### src/rtl/mxint8_to_float32_serializer.sv
// Accepts one MXINT8 block (shared E8M0 scale + BLOCK_SIZE elements) and emits it
// as a stream of IEEE-754 binary32 values, one per handshake. Optional: MXINT8_SUBNORMAL_EN.
module mxint8_to_float32_serializer #(
  parameter int BLOCK_SIZE           = 32,
  parameter int SCALE_WIDTH          = 8,
  parameter int MXINT8_ELEMENT_WIDTH = 8,
  parameter int FLOAT32_WIDTH        = 32
) (
  input  logic                            i_clk,
  input  logic                            i_rst_n,
  input  logic                            i_valid,
  output logic                            o_ready,
  input  logic [SCALE_WIDTH-1:0]          i_scale,
  input  logic [MXINT8_ELEMENT_WIDTH-1:0] i_mxint8_elements [BLOCK_SIZE],
  output logic                            o_valid,
  input  logic                            i_ready,
  output logic [FLOAT32_WIDTH-1:0]        o_float32,
  output logic [$clog2(BLOCK_SIZE)-1:0]   o_index,
  output logic                            o_last
);

  localparam int IDX_W  = $clog2(BLOCK_SIZE);
  localparam int EW     = MXINT8_ELEMENT_WIDTH;
  localparam int SW     = SCALE_WIDTH;
  localparam int PW     = $clog2(EW);
  localparam int MANT_W = 23;
  localparam int EXP_W  = 8;
  localparam logic [IDX_W-1:0]     LAST_IDX  = IDX_W'(BLOCK_SIZE - 1);
  localparam logic signed [SW+1:0] FRAC_BITS = (SW + 2)'(EW - 2);
  localparam logic signed [SW+1:0] EXP_MAX   = (SW + 2)'(255);
  localparam logic signed [SW+1:0] EXP_ZERO  = '0;

  typedef enum logic {IDLE, STREAM} state_t;

  state_t state, next_state;
  logic [EW-1:0] blk [BLOCK_SIZE];
  logic [SW-1:0] blk_scale;
  logic          accept;
  logic          last_hs;
  logic [IDX_W-1:0] next_idx;

  // Exact MXINT8 -> binary32: value = element / 2^(EW-2) * 2^(scale-127).
  function automatic logic [FLOAT32_WIDTH-1:0] convert(input logic [EW-1:0] elem,
                                                       input logic [SW-1:0] scale);
    logic                 sign;
    logic [EW-1:0]        m;
    logic [PW-1:0]        p;
    logic signed [SW+1:0] e;
    logic [MANT_W-1:0]    mant;
    sign = elem[EW-1];
    m    = sign ? (~elem + EW'(1)) : elem;
    p    = '0;
    for (int i = 0; i < EW; i++) begin
      if (m[i]) p = PW'(i);
    end
    e    = $signed({2'b00, scale} + {{(SW + 2 - PW){1'b0}}, p}) - FRAC_BITS;
    mant = MANT_W'({{MANT_W{1'b0}}, m} << (MANT_W - int'(p)));
    if (&scale)
      convert = 32'h7FC0_0000;
    else if (elem == '0)
      convert = '0;
    else if (e >= EXP_MAX)
      convert = {sign, {EXP_W{1'b1}}, {MANT_W{1'b0}}};
    else if (e <= EXP_ZERO)
`ifdef MXINT8_SUBNORMAL_EN
      // Shift is at most 22 here because E<=0 bounds both scale and m.
      convert = {sign, {EXP_W{1'b0}},
                 MANT_W'({{MANT_W{1'b0}}, m} << (int'(scale) + MANT_W - 1 - (EW - 2)))};
`else
      convert = {sign, {(FLOAT32_WIDTH - 1){1'b0}}};
`endif
    else
      convert = {sign, e[EXP_W-1:0], mant};
  endfunction

  assign last_hs  = o_valid && o_last && i_ready;
  assign accept   = i_valid && o_ready;
  assign next_idx = o_index + IDX_W'(1);

  always_ff @(posedge i_clk) begin
    if (!i_rst_n) state <= IDLE;
    else          state <= next_state;
  end

  // NOTE: every always_comb output gets a default first so no latch is inferred.
  always_comb begin
    next_state = state;
    case (state)
      IDLE:    if (accept) next_state = STREAM;
      STREAM:  if (last_hs && !accept) next_state = IDLE;
      default: next_state = IDLE;
    endcase
  end

  always_comb begin
    o_ready = 1'b0;
    if (i_rst_n) o_ready = (state == IDLE) || last_hs;
  end

  // NOTE: the block store is cleared on reset because a stale block must never leak out.
  always_ff @(posedge i_clk) begin
    if (!i_rst_n) begin
      for (int i = 0; i < BLOCK_SIZE; i++) blk[i] <= '0;
      blk_scale <= '0;
      o_valid   <= 1'b0;
      o_float32 <= '0;
      o_index   <= '0;
      o_last    <= 1'b0;
    end else if (accept) begin
      for (int i = 0; i < BLOCK_SIZE; i++) blk[i] <= i_mxint8_elements[i];
      blk_scale <= i_scale;
      o_valid   <= 1'b1;
      o_float32 <= convert(i_mxint8_elements[0], i_scale);
      o_index   <= '0;
      o_last    <= (BLOCK_SIZE == 1);
    end else if (o_valid && i_ready) begin
      if (o_last) begin
        o_valid <= 1'b0;
        o_last  <= 1'b0;
      end else begin
        o_float32 <= convert(blk[next_idx], blk_scale);
        o_index   <= next_idx;
        o_last    <= (next_idx == LAST_IDX);
      end
    end
  end

endmodule
### config.mk
export PLATFORM = sky130hd
export DESIGN_NAME = mxint8_to_float32_serializer
export DESIGN_NICKNAME = d
export VERILOG_FILES = /design/src/rtl/mxint8_to_float32_serializer.sv
export SDC_FILE = /design/constraint.sdc
export NUM_CORES = 1
export LEC_CHECK = 0
export ABC_AREA = 0
export ABC_CLOCK_PERIOD_IN_PS = 17100
export BUFFER_PORTS_ARGS = -buffer_cell sky130_fd_sc_hd__buf_4
export CAP_MARGIN = 10
export CORE_MARGIN = 2
export CORE_UTILIZATION = 30
export CTS_BUF_LIST = sky130_fd_sc_hd__clkbuf_4 sky130_fd_sc_hd__clkbuf_8
export DETAILED_ROUTE_END_ITERATION = 10
export SLEW_MARGIN = 40
export SYNTH_ARGS = -nofsm -noshare
export SYNTH_HDL_FRONTEND = slang
export SYNTH_SLANG_ARGS = --single-unit
### constraint.sdc
create_clock -name i_clk -period 17.1 [get_ports i_clk]
set_input_delay 3.42 -clock i_clk [delete_from_list [all_inputs] [get_ports i_clk]]
set_output_delay 3.42 -clock i_clk [all_outputs]
set_load 0.05 [all_outputs]
==> results of run 1 <==
final cells by class:
cell class | count | area [um^2]
Clock inverter | 22 | 193
Sequential cell | 288 | 8330
Timing Repair Buffer | 302 | 2290
Fill cell | 4844 | 30900
Multi-Input combinational cell | 767 | 6360
Tap cell | 672 | 841
Antenna cell | 4 | 10.0
Clock buffer | 70 | 857
Inverter | 38 | 143
cell usage after synthesis (4+ instances only):
library cell | instances | area share (%)
nand2_1 | 44 | 1.1
a21boi_1 | 5 | 0.25
mux2_2 | 4 | 0.30
clkbuf_1 | 50 | 1.2
o211a_1 | 4 | 0.26
and4_1 | 7 | 0.41
xor2_1 | 9 | 0.52
a31oi_1 | 5 | 0.21
and2_1 | 262 | 11
a21boi_0 | 4 | 0.20
o31ai_1 | 5 | 0.25
inv_1 | 37 | 0.92
ha_1 | 30 | 2.5
or3_1 | 4 | 0.17
a21o_1 | 6 | 0.30
a211o_1 | 6 | 0.35
o21ai_1 | 6 | 0.20
nand3_1 | 34 | 1.1
and3_1 | 7 | 0.29
mux2i_1 | 24 | 1.6
nand4_1 | 8 | 0.33
a21oi_1 | 26 | 0.86
xnor2_1 | 16 | 0.93
dfxtp_1 | 32 | 4.2
xnor2_2 | 4 | 0.43
buf_2 | 4 | 0.13
a211oi_1 | 4 | 0.20
o21ai_0 | 35 | 1.2
nor2b_1 | 11 | 0.45
nor3_1 | 12 | 0.40
edfxtp_1 | 256 | 51
nor2_1 | 36 | 0.89
o21bai_1 | 5 | 0.25
buf_4 | 22 | 1.1
mux4_2 | 68 | 10
worst paths after layout:
path                               from                         end  slack (ps)  cells past startpoint
max             o_index[0]$_SDFFE_PP0P_  o_float32[17]$_SDFFE_PN0P_        8720                     27
min          o_float32[26]$_SDFFE_PN0P_  o_float32[26]$_SDFFE_PN0P_         480                      2
max reg2reg     o_index[0]$_SDFFE_PP0P_  o_float32[17]$_SDFFE_PN0P_        8720                     27
min reg2reg  o_float32[26]$_SDFFE_PN0P_  o_float32[26]$_SDFFE_PN0P_         480                      2
sequential cells by signal (all words and copies together) (netlist names):
name       count
o_last         1
o_index        5
o_valid        1
blk_scale      8
o_float32     16
blk          256
state          1
worst min-delay path: cells and delay by family (launching register included):
kind / cells / cell delay, ps
DFF: 1 / 320
AOI/OAI and AO/OA: 1 / 50
and+or+nand+nor: 1 / 60
kinds of logic (layout without fill, tap and decap cells):
family / after synthesis / count (layout) / share of synthesized area (%)
DFF: 288 / 288 / 55.0
xor gates and xnor gates: 30 / 30 / 1.98
buffers and inverters: 120 / 432 / 3.78
and+or+nand+nor: 443 / 443 / 17.0
other: 1 / 20 / 0.0248
muxes: 96 / 96 / 12.0
AOI/OAI and AO/OA: 150 / 150 / 7.46
adders and majority gates: 32 / 32 / 2.75
stage by stage:
step / power, uW / area (um^2) / hold slack, ps
floorplan: 1130 / 15200 / 454
global placement: 1260 / 17900 / 462
detailed placement: 1260 / 17900 / 455
CTS: 1930 / 19000 / 477
global route: 2000 / 19000 / 494
finish: 1910 / 19000 / 476
report_power, final:
group / switching [uW] / internal, uW
Sequential: 20.5 / 824
Clock: 294 / 371
Combinational: 224 / 175
layer usage:
metal  global-route usage (%)  part of all wire (%)  vias up  routed length (um)
met4                     4.29                   1.8        0                 756
met3                     3.51                   5.5       51                2250
met5                        0                     0        -                   0
met1                     21.0                    45     4864               18600
li1                         -                     -     4830                   -
met2                     25.7                    47      293               19500
==> impl_metrics.toml, run 1 <==
[status]
outcome = "complete, no violations"

[run]
max_cap_violations = 0

[synth]
netlist_area_um2 = 15100
synth_cell_types = 81
ys_ff_latch = 288
syn-mean-instance-area_um2 = 13.0
synth_edf_count = 256
async_flop_share_pct = 0
ys.flop_type = "edfxtp_1"
ys.warnings.count = 0
netlist_instances = 1160
yosysSeqAreaShare_pct = 55.0

[placement]
dp_cells = 2067
place_hpwl_mm = 29.9
dp_slack_ps = 8760
port_buffers = 291
finalWeightedCongestion = 0.879

[cells_and_area]
layout.cells.non_filler = 2163
synthToLayoutAreaGrowth_pct = 25.7
layout_common_cells = "buf_4 (297), and2_1 (262), edfxtp_1 (256), mux4_2 (68), clkbuf_8 (53)"
drive_gt1_share_pct = 33.1
fin_nets = 1748
postLayoutCoreUtil_pct = 38.1
final_common_cell = "buf_4"

[floorplan]
dieArea_um2 = 52300
ios = 308
rows = 82
die_h_um = 229
die_w_um = 229
initial_core_util_pct = 30.3
core-area_um2 = 50000

[global_route]
grt_pass1_wl_mm = 62.7
grt_pass1_vias = 10700
antenna_found_initial = 4
gr-total-overflow = 0
grt_usage_pct = 15.7
grt_start_max_net_pins = 115

[sta]
tns_ps = 0
relSlewSlack_pct = 43.2
setup_violations = 0
rsz0062_at_grt = "false"
fin_crit_sh_pct = 49.0
clock_skew_ps = 47.6
fmax_ghz = 0.119
fin_ws_ps = 8720
fin_crit_ps = 8380
worstMarginPinSlew_ps = 850
hold_viol = 0
final_max_slew_viol_count = 0

[setup_path]
required_ps = 17580
critPathMaxFanout = 38
critPathArrivalTime_ps = 8850
slowest_delay_ps = 800
cpMaxStageDelayCell = "a2111oi_1"
end_kind = "register"
critPathTopFamily = "compound AO/OA/AOI/OAI gates"
critPathBufInv = 4
path_class = "register to register"
cp-start-kind = "register"

[clock_tree]
cts_resized = 0
root_buffer = "clkbuf_8"
cts.sinks = 288
cts_hold_buffers = 0
cts_setup_buffers = 0
clk_latency_ps = 630
cts_buffers = 51
clk_path_buf_depth = 3
cts_tree = "done"
htreeDepth = 2
clk_pin_slew_ps = 60

[routing]
drc_errors = 0
wl_per_cell_um = 19.0
postRouteAntennaNets = 0
first_pass_iters = 5
routed_wl_mm = 41.1
dr.first_iter.drc_count = 603
vias = 10000
vias_per_cell = 4.64

[worst_hold_path]
hold_path.class = "register to register"

[power]
cellPowerDensity_nw_per_um2 = 100
p_leak_uw = 0.00746
ir_drop_v = 0.0000561
Power figures use the tool's default switching activity.
==> run 2: changes to the inputs <==
Settings changed: ABC_AREA 0 to 1, ABC_CLOCK_PERIOD_IN_PS 17100 to 6900.
Clock period 17.1 ns to 6.9 ns, I/O delays scaled along.
==> run 2 against run 1 <==
  * Clock-buffer cell count up 3
  * Synthesized area rose by 2.9%
  * Total power grew 150%
  * Design area up 2.7%
  * Critical path depth rose by 4
  * Non-clock buffer count up 10
  * Sequential share of layout area shrank 1.1 points
  * Synthesized cell count is 63% higher
  * Worst setup slack worse by 7800 ps
  * Fmax rose by 39%
  * Global-route usage up 1.8 points
  * Critical endpoint is now o_float32[28]$_SDFFE_PN0P_
  * Largest cell class unchanged
  * Highest routed layer unchanged
==> impl_metrics.toml, run 2 <==
[synth]
synth_most_common_cell = "nand2_1"
synth_top_area_cell = "edfxtp_1"
ys.flop_type = "edfxtp_1"
synth_cell_types = 42
yosysTopAreaCellShare_pct = 49.4
netlist_area_um2 = 15600
netlist_instances = 1892
async_flop_share_pct = 0
synth_area_leaders = "edfxtp_1 (49%), nand2_1 (9.5%), inv_1 (8.8%)"
ys_ff_latch = 288
yosysSeqAreaShare_pct = 53.5
synth_edf_count = 256
syn-mean-instance-area_um2 = 8.23
synthTopCellsByCount = "nand2_1 (394), inv_1 (365), nor2_1 (297)"
ys.warnings.count = 0

[sta]
tns_ps = 0
fin_ws_ps = 884
setup_violations = 0
fin_crit_sh_pct = 87.2
worstMarginPinSlew_ps = 808
rsz0062_at_grt = "false"
fmax_ghz = 0.166
hold_viol = 0
clock_skew_ps = 34.4
fin_crit_ps = 6020
relSlewSlack_pct = 46.1
final_max_slew_viol_count = 0

[setup_path]
critPathMaxFanout = 28
critPathArrivalTime_ps = 6510
required_ps = 7390
regToRegStartpoint = "o_index[1]$_SDFFE_PP0P_"
regToRegEndpoint = "o_float32[28]$_SDFFE_PN0P_"
r2r_cells = 31
path_class = "register to register"
critPathMostFrequentCell = "nand2_1"
slowest_delay_ps = 560
cpMaxStageDelayCell = "inv_2"
end_kind = "register"
cp-start-kind = "register"
critPathBufInv = 4
critPathTopFamily = "simple AND/OR/NAND/NOR gates"
rrSetupSlack_ps = 880

[run]
max_cap_violations = 0

[routing]
wl_per_cell_um = 16.4
drc_errors = 0
first_pass_iters = 5
dr.first_iter.drc_count = 828
vias = 13100
vias_per_cell = 4.54
postRouteAntennaNets = 0
routed_wl_mm = 47.5

[clock_tree]
cts_setup_buffers = 0
cts_resized = 0
cts_hold_buffers = 0
htreeDepth = 2
clk_latency_ps = 630
cts_buffers = 52
cts.sinks = 288
clk_path_buf_depth = 3
cts_tree = "done"
root_buffer = "clkbuf_8"
clk_pin_slew_ps = 60

[power]
ir_drop_v = 0.000119
cellPowerDensity_nw_per_um2 = 240
power.total_uw = 4690
p_leak_uw = 0.00973

[floorplan]
dieArea_um2 = 53800
core-area_um2 = 51300
initial_core_util_pct = 30.4
die_w_um = 232
die_h_um = 232
ios = 308
rows = 83

[global_route]
grt_pass1_vias = 13100
grt_start_max_net_pins = 155
gr-total-overflow = 0
grt_pass1_wl_mm = 72.9
antenna_found_initial = 0
grt_usage_pct = 17.5

[cells_and_area]
largest_reg_flops = 256
synthToLayoutAreaGrowth_pct = 25.4
reg_top3 = "blk x256, o_float32 x16, blk_scale x8"
final_common_cell = "nand2_1"
fill_cells = 5275
top_register = "blk"
postLayoutCoreUtil_pct = 38.1
drive_gt1_share_pct = 19.6
fin_nets = 2470
layout_common_cells = "nand2_1 (393), inv_1 (363), buf_4 (306), nor2_1 (297), edfxtp_1 (256)"
multi_input_area_um2 = 5460
regArea_um2 = 8330

[placement]
dp_slack_ps = 945
finalWeightedCongestion = 0.857
place_hpwl_mm = 33.7
port_buffers = 291

[status]
outcome = "complete, no violations"

[worst_hold_path]
timing.hold.worst.start = "o_float32[16]$_SDFFE_PN0P_"
hold_path.class = "register to register"
hold-path-endpoint = "o_float32[16]$_SDFFE_PN0P_"
holdPathStages = 2
-- run 2: changes by cell type after synthesis, sizes merged, moves of 24 or more --
cell and change:
nor2 +263, mux2i -24, and2 -263, o21ai +83, nand2 +354, nand3 +107
o211ai +25, inv +335, mux4 -68
-- run 2: area by class of cell --
class                   count  share of cell area [%]
repair buffers            312                    12.4
clock inverters            20                   0.756
multi-input cells        1142                    28.0
inverters                 374                    7.24
clock buffers              73                    4.63
flip-flops and latches    288                    42.7
well taps                 680                    4.36
diodes                      1                  0.0128
-- run 2: worst reg2reg max path, delay by kind of cell, from the launching register on --
kind | cells | cell delay [ps]
buffers and inverters | 4 | 1090
and+or+nand+nor | 14 | 1620
adders and majority gates | 4 | 1120
xor gates and xnor gates | 1 | 230
DFF | 1 | 450
AOI/OAI and AO/OA | 8 | 1400
-- run 2: metal layers --
layer  part of all wire [%]  GRT usage [%]  vias to the layer above
li1                       -              -                     6511
met1                     44           23.2                     6117
met2                     48           29.6                      416
met3                    6.1           3.16                       63
met4                    1.8           4.25                        0
met5                      0              0                        -
-- run 2: where the power goes --
group / switching [uW] / internal, uW / leakage, uW
registers: 40.2 / 2040 / 0.00293
clock network: 744 / 920 / 0.000563
logic: 611 / 331 / 0.00623
-- run 2: how the worst max path moves through the flow --
stage | startpoint | end | slack (ps) | depth (start not counted)
2_1_floorplan | i_ready | blk[0][0]$_SDFFCE_PN0P_ | 60 | 12
3_3_place_gp | o_index[1]$_SDFFE_PP0P_ | o_float32[26]$_SDFFE_PN0P_ | 1110 | 31
3_5_place_dp | i_mxint8_elements[248] | o_float32[19]$_SDFFE_PN0P_ | 950 | 27
4_1_cts | o_index[1]$_SDFFE_PP0P_ | o_float32[19]$_SDFFE_PN0P_ | 960 | 32
5_1_grt | o_index[1]$_SDFFE_PP0P_ | o_float32[19]$_SDFFE_PN0P_ | 330 | 37
6_report | o_index[1]$_SDFFE_PP0P_ | o_float32[28]$_SDFFE_PN0P_ | 880 | 31
-- run 2: stage by stage --
| stage | cell area, um^2 | instances | hold WS, ps |
|---|---|---|---|
| after CTS | 19500 | 2888 | 462 |
| after global routing | 19500 | 2889 | 478 |
| after global placement | 18400 | 2794 | 435 |
| final | 19500 | 2890 | 460 |
| after detailed placement | 18400 | 2795 | 453 |
| after floorplan | 15600 | 1907 | 470 |
-- run 2: cell families after synthesis --
group / Yosys count / synth area share (%)
buffers and inverters: 477 / 12.2
flip-flops: 288 / 53.5
other: 1 / 0.0241
XOR/XNOR: 21 / 1.37
adder cells (fa/ha/maj): 32 / 2.67
AND/OR/NAND/NOR: 863 / 22.7
AO/OA/AOI/OAI: 210 / 7.57
==> run 3: changes to the inputs <==
Settings changed: BUFFER_PORTS_ARGS -buffer_cell sky130_fd_sc_hd__buf_4 to not set, DONT_BUFFER_PORTS set to 1.
==> run 3 against run 2 <==
  * Fmax fell by 4.2%
  * Critical path depth rose by 6
  * Design area fell by 11%
  * Worst setup slack got worse by 270 ps
  * Clock skew barely moved
  * Largest cell class unchanged
  * Via count fell by 8.1%
  * Final cell count fell by 10%
  * Die area did not move
  * First-iteration DRC count rose by 14%
  * Largest power group unchanged
==> impl_metrics.toml, run 3 (synthesis results as in run 2) <==
[setup_path]
critPathMostFrequentCell = "nand2_1"
slowest_delay_ps = 670
startpoint = "o_index[0]$_SDFFE_PP0P_"
critPathArrivalTime_ps = 6800
cp-start-kind = "register"
cpMaxStageDelayCell = "buf_4"
path_class = "register to register"
critPathMaxFanout = 63
regToRegStartpoint = "o_index[0]$_SDFFE_PP0P_"
end_kind = "register"
required_ps = 7420

[global_route]
antenna_found_initial = 0
gr-total-overflow = 0
grt_pass1_wl_mm = 69.5
grt_usage_pct = 17.0
grt_pass1_vias = 11900
grt_start_max_net_pins = 135

[routing]
drc_errors = 0
routed_wl_mm = 46.4
dr.first_iter.drc_count = 942
vias_per_cell = 4.64
wl_per_cell_um = 17.9
vias = 12000
postRouteAntennaNets = 0
first_pass_iters = 5

[clock_tree]
cts_setup_buffers = 0
cts_hold_buffers = 0
clk_path_buf_depth = 3
cts_resized = 0
root_buffer = "clkbuf_8"
clk_pin_slew_ps = 60
clk_latency_ps = 640
htreeDepth = 2
cts_tree = "done"
cts.sinks = 288
cts_buffers = 53

[sta]
tns_ps = 0
hold_viol = 0
rsz0062_at_grt = "false"
fin_ws_ps = 617
fmax_ghz = 0.159
clock_skew_ps = 34.5
final_max_slew_viol_count = 0
fin_crit_ps = 6280
worstMarginPinSlew_ps = 756
relSlewSlack_pct = 49.5
fin_crit_sh_pct = 91.1
setup_violations = 0

[floorplan]
rows = 83
die_h_um = 232
dieArea_um2 = 53800
core-area_um2 = 51300
ios = 308
initial_core_util_pct = 30.4
die_w_um = 232

[placement]
placed_cell_area_um2 = 16200
place_hpwl_mm = 32.0
dp_slack_ps = 529
port_buffers = 0
finalWeightedCongestion = 0.895

[cells_and_area]
final_cell_area_um2 = 17400
multi_input_area_um2 = 5460
largest_reg_flops = 256
synthToLayoutAreaGrowth_pct = 11.8
fin_nets = 2174
fill_cells = 5394
layout_common_cells = "nand2_1 (393), inv_1 (363), nor2_1 (296), edfxtp_1 (256), nand3_1 (138)"
postLayoutCoreUtil_pct = 33.9
top_register = "blk"
final_common_cell = "nand2_1"
drive_gt1_share_pct = 7.05
regArea_um2 = 8330
reg_top3 = "blk x256, o_float32 x16, blk_scale x8"

[power]
power.total_uw = 4690
pwr-share-comb_pct = 15.8
cellPowerDensity_nw_per_um2 = 270
ir_drop_v = 0.000154
p_sw_uw = 1380
clkPwrFrac_pct = 38.8
p_seq_share_pct = 45.3
intPower_uw = 3310
swShare_pct = 29.5
p_leak_uw = 0.00834

[status]
outcome = "complete, no violations"

[worst_hold_path]
timing.hold.worst.start = "blk_scale[1]$_SDFFE_PN0P_"
hold_path.class = "register to register"

[run]
max_cap_violations = 0
-- run 3: path summary, 6_finish.rpt --
path,cells after the start,endpoint,slack [ps]
hold / removal,2,blk_scale[1]$_SDFFE_PN0P_,520
setup reg to reg,37,o_float32[19]$_SDFFE_PN0P_,620
setup / recovery,37,o_float32[19]$_SDFFE_PN0P_,620
hold reg to reg,2,blk_scale[1]$_SDFFE_PN0P_,520
-- run 3: metal layers --
| layer | GRT usage (%) | up-vias | share of wire, % |
|---|---|---|---|
| met5 | 0 | - | 0 |
| met4 | 5.29 | 0 | 2.2 |
| met3 | 3.08 | 67 | 5.9 |
| met2 | 28.4 | 405 | 47 |
| met1 | 22.2 | 5647 | 44 |
| li1 | - | 5923 | - |
-- run 3: layout make-up --
cell class	instances	share of cell area [%]
antenna	1	0.0144
clock buffer	69	4.95
clock inverter	28	1.69
inverter	374	8.16
multi-input combinational	1142	31.4
sequential	288	47.8
tap	680	4.89
timing repair buffer	15	1.09
-- run 3: power by group through the flow --
| stage | combinational [uW] | sequential, uW | clock [uW] |
|---|---|---|---|
| floorplan | 565 | 2160 | 0 |
| global placement | 723 | 2160 | 0 |
| detailed placement | 737 | 2170 | 0 |
| CTS | 741 | 2130 | 1880 |
| global route | 841 | 2140 | 1940 |
| finish | 743 | 2130 | 1820 |
-- run 3: metrics by stage --
stage                     hold slack, ps  std cells
after global routing                 565       2596
after global placement               508       2498
after CTS                            523       2595
after detailed placement             510       2498
final                                515       2597
after floorplan                      470       1907
-- run 3: worst max-delay path, delay by kind of cell (launching register included) --
kind,cells,cell delay (ps)
flops,1,380
xor+xnor,1,190
fa+ha+maj,5,1650
buf+inv,6,1000
simple gates,19,2280
compound gates,6,630
